===== src/rtl/layer0_input_packer.sv =====
// Streaming input packer for logicnets layer 0.
// Quantizes signed samples (arithmetic shift + saturation) and packs NUM_FEAT
// of them into one vector held in a valid/ready output register.
module layer0_input_packer #(
  parameter int IN_W     = 16,
  parameter int Q_BITS   = 2,
  parameter int SHIFT    = 12,
  parameter int NUM_FEAT = 3
) (
  input  logic                       clk,
  input  logic                       rst,
  input  logic                       s_valid,
  output logic                       s_ready,
  input  logic [IN_W-1:0]            s_data,
  input  logic                       s_first,
  output logic                       m_valid,
  input  logic                       m_ready,
  output logic [NUM_FEAT*Q_BITS-1:0] m_data,
  output logic                       frame_err
);

  localparam int CNT_W = $clog2(NUM_FEAT);
  localparam int VEC_W = NUM_FEAT * Q_BITS;
  localparam logic [CNT_W-1:0] LAST = CNT_W'(NUM_FEAT - 1);
  localparam int Q_MAX_I = (1 << (Q_BITS - 1)) - 1;
  localparam int Q_MIN_I = -(1 << (Q_BITS - 1));
  localparam logic signed [IN_W-1:0] Q_MAX = IN_W'(Q_MAX_I);
  localparam logic signed [IN_W-1:0] Q_MIN = IN_W'(Q_MIN_I);

  logic [CNT_W-1:0]        cnt;
  logic [VEC_W-1:0]        acc;
  logic [VEC_W-1:0]        acc_next;
  logic signed [IN_W-1:0]  shifted;
  logic [Q_BITS-1:0]       q;
  logic [CNT_W-1:0]        slot;
  logic                    accept;
  logic                    is_last;
  logic                    resync;

  // Quantize: sign-preserving shift, then clamp into the Q_BITS two's-complement range.
  always_comb begin
    shifted = $signed(s_data) >>> SHIFT;
    if (shifted > Q_MAX) begin
      q = Q_MAX[Q_BITS-1:0];
    end else if (shifted < Q_MIN) begin
      q = Q_MIN[Q_BITS-1:0];
    end else begin
      q = shifted[Q_BITS-1:0];
    end
  end

  // Handshake and slot selection; s_first only matters once a vector is partially filled.
  always_comb begin
    s_ready = (cnt != LAST) | ~m_valid | m_ready;
    accept  = s_valid & s_ready;
    slot    = s_first ? '0 : cnt;
    is_last = (slot == LAST);
    resync  = accept & s_first & (cnt != '0);
  end

  // Accumulator with the incoming feature dropped into its slot.
  always_comb begin
    acc_next = acc;
    for (int k = 0; k < NUM_FEAT; k++) begin
      if (slot == CNT_W'(k)) begin
        acc_next[k*Q_BITS +: Q_BITS] = q;
      end
    end
  end

  // Collect features, publish completed vectors, drain on m_ready; final accept wins over drain.
  always_ff @(posedge clk) begin
    if (rst) begin
      cnt       <= '0;
      acc       <= '0;
      m_valid   <= 1'b0;
      m_data    <= '0;
      frame_err <= 1'b0;
    end else begin
      frame_err <= resync;
      if (m_valid & m_ready) begin
        m_valid <= 1'b0;
      end
      if (accept) begin
        acc <= acc_next;
        if (is_last) begin
          m_data  <= acc_next;
          m_valid <= 1'b1;
          cnt     <= '0;
        end else begin
          cnt <= slot + CNT_W'(1);
        end
      end
    end
  end

endmodule

===== config.mk =====
export PLATFORM = sky130hd
export DESIGN_NAME = layer0_input_packer
export DESIGN_NICKNAME = d
export VERILOG_FILES = /design/src/rtl/layer0_input_packer.sv
export SDC_FILE = /design/constraint.sdc
export NUM_CORES = 1
export LEC_CHECK = 0
export CELL_PAD_IN_SITES_DETAIL_PLACEMENT = 2
export CELL_PAD_IN_SITES_GLOBAL_PLACEMENT = 2
export CORE_ASPECT_RATIO = 0.7
export CORE_MARGIN = 4
export CORE_UTILIZATION = 22
export DETAILED_ROUTE_END_ITERATION = 10
export PLACE_DENSITY_LB_ADDON = 0.1
export SLEW_MARGIN = 20
export SYNTH_ARGS = -nofsm -noshare
export SYNTH_HDL_FRONTEND = slang
export SYNTH_SLANG_ARGS = --single-unit
export TNS_END_PERCENT = 20

===== constraint.sdc =====
create_clock -name clk -period 1.5 [get_ports clk]
set_input_delay 0.3 -clock clk [delete_from_list [all_inputs] [get_ports clk]]
set_output_delay 0.3 -clock clk [all_outputs]
set_load 0.01 [all_outputs]

==> impl_metrics.toml <==
[power]
power.switching_uw = 196
internal_power_uw = 640
leakagePower_nw = 0.391
irDropWorstVdd_mv = 0.318
switching_share = 0.234
power_density_nw_per_um2 = 799
seq_power_share = 0.475
clock_power_share = 0.371
p_comb_frac = 0.154

[sta]
drv_slew = 0
fmax_ghz = 0.694
hold_viol = 0
fin_crit_sh = 0.961
fin_tns_setup_ps = 0
max_slew_margin = 0.774
rsz0062_at_grt = "false"
finClkSkew_ps = 7.71
setup_viol = 0
tightest_slew_ps = 339
min_period_ps = 1440

[setup_path]
arrival_ps = 1140
slowest_stage = "clkdlybuf4s50_1"
crit_chain = "clkdlybuf4s50_1"
rrSetupSlack_ps = 150
timing.rr.end = "m_data[0]"
cp_data_required_time_ps = 1200
rr_worst_depth = 4
critPathMaxFanout = 5
reg2reg_from = "m_valid"
startpoint_type = "register"
end_kind = "primary output"
crit_family = "buffers and inverters"
path_buf_inv = 1
critical_path.max_stage_delay_ps = 540
worstSetupPathType = "register to primary output"

[cells_and_area]
fillers = 322
area_growth_pct = 55.1
regArea_sq_um = 284
fin_cells = 137
final_nets = 124
antenna_cells = 0
drive_gt1_frac = 0.307
multi_input_area_sq_um = 387

[floorplan]
rows = 16
initial_utilization = 0.236
die_w_um = 74.2
dieArea_sq_um = 4030
die_h_um = 54.3
ios = 30
core-area_sq_um = 2860

[detailed_routing]
ant_nets = 0
dr.first_iter.drc_count = 6
vias = 632
post-route-drc-count = 0
firstDrtPassIters = 4
routed_wl_um = 2120
routedWlPerCell_um = 15.5
viasPerCell = 4.61

[synth]
synth.largest_area_cell = "dfxtp_1"
synth_edf_count = 0
ys.flop_type = "dfxtp_1"
yosysUniqueCellTypes = 26
ys_ff_latch = 14
seq_area_frac_synth = 0.416
synth.top_cells.by_area = "dfxtp_1 42%, a21oi_1 6.7%, mux2i_1 5.9%"
syn-num-nets = 91
synth_top_area_frac = 0.416
async_reset_ff_frac = 0
synth_most_common_cell = "dfxtp_1"
synth_warnings = 0
postSynthAreaPerCell_sq_um = 9.63
syn_inst = 70
synth_common_cells = "14 x dfxtp_1, 9 x a21oi_1, 5 x a211oi_1"
syn_area_sq_um = 674

[global_route]
grt_max_degree = 11
grt_util_all_layers = 0.124
grt_pass1_vias = 720
antenna_found_initial = 0
overflow = 0
grt_pass1_wl_um = 3640

[clock_tree]
cts_max_level = 1
path_clk_slew_ps = 60
cts_tree = "done"
clock-sinks = 14
clkLatencyLatePin_ps = 250
post_cts_buffers = 0
cts_resized = 8
cts_made_buffers = 3
holdBufCountCts = 0
cts_buffer_depth = 2
cts_root_buf = "clkbuf_8"

[placement]
portBuffers = 17
place.gp.congestion = 0.752
dp.cells = 134
hpwlAfterDp_um = 1680

[worst_hold_path]
holdPathStages = 2
hold_path_end = "m_data[2]"
holdCritStartpoint = "m_data[2]"
hold_path.class = "register to register"

[run_status]
status = "complete, no violations"

[job]
drv_cap = 0
==> power groups by stage <==
stage	Clock [mW]	Sequential [mW]	Combinational, mW
2_1_floorplan	0	0.397	0.0605
3_3_place_gp	0	0.404	0.125
3_5_place_dp	0	0.405	0.129
4_1_cts	0.323	0.397	0.130
5_1_grt	0.344	0.400	0.141
6_report	0.310	0.398	0.128
==> cells in the final DEF (no fill, tap or decap), types with 2 or more instances in the layout <==
cell type / instances
dfxtp_1: 11
dfxtp_2: 3
dlygate4sd2_1: 3
buf_4: 15
nor2_1: 4
a21oi_1: 9
a211oi_1: 5
o21bai_1: 2
or4b_1: 2
mux2i_1: 4
o21ai_0: 4
clkdlybuf4s50_1: 13
inv_1: 2
clkbuf_8: 3
nand2b_1: 3
nor3b_2: 2
and4bb_2: 2
==> stage by stage <==
stage               worst slack (ps)  total power [mW]  hold WS (ps)  instance area [sq um]  utilization
floorplan                        163             0.457           442                    674            -
global placement                -310             0.529           462                    985        0.344
detailed placement              -339             0.534           479                    985        0.344
CTS                             20.9             0.851           487                   1040        0.362
global route                    19.1             0.885           523                   1050        0.365
finish                          59.2             0.836           476                   1050        0.365
==> state kept, by name (all words and copies together), names as in the netlist <==
signal	count
acc	4
m_data	6
cnt	2
m_valid	1
frame_err	1
==> cells by family (layout without fill, tap and decap cells) <==
group / Yosys count / in the layout / share of synthesized area
AND/OR/NAND/NOR: 22 / 22 / 0.258
multiplexers: 4 / 4 / 0.0594
buffers and inverters: 6 / 37 / 0.0371
AO/OA/AOI/OAI: 24 / 24 / 0.230
flip-flops: 14 / 14 / 0.416
==> worst max-delay path by stage <==
| stage | start | endpoint | slack (ps) | cells after the start |
|---|---|---|---|---|
| 2_1_floorplan | cnt[0] | acc[0] | 160 | 4 |
| 3_3_place_gp | s_first | m_data[2] | -310 | 4 |
| 3_5_place_dp | m_ready | s_ready | -340 | 4 |
| 4_1_cts | cnt[0] | s_ready | 20 | 2 |
| 5_1_grt | m_valid | s_ready | 20 | 3 |
| 6_report | m_valid | m_valid | 60 | 1 |
==> routing by layer <==
layer	wire, um	share of wire	up-vias	track usage
met4	19	0.0089	0	0.0361
li1	-	-	321	-
met2	960	0.45	13	0.200
met5	0	0	-	0
met3	94	0.044	4	0.0385
met1	1050	0.49	294	0.160
==> cell type report <==
class,instances,area share
clock buffers,3,0.0395
inverters,2,0.00718
multi-input cells,50,0.370
flip-flops and latches,14,0.272
well taps,36,0.0431
repair buffers,32,0.269
(Power assumes the default switching activity.)
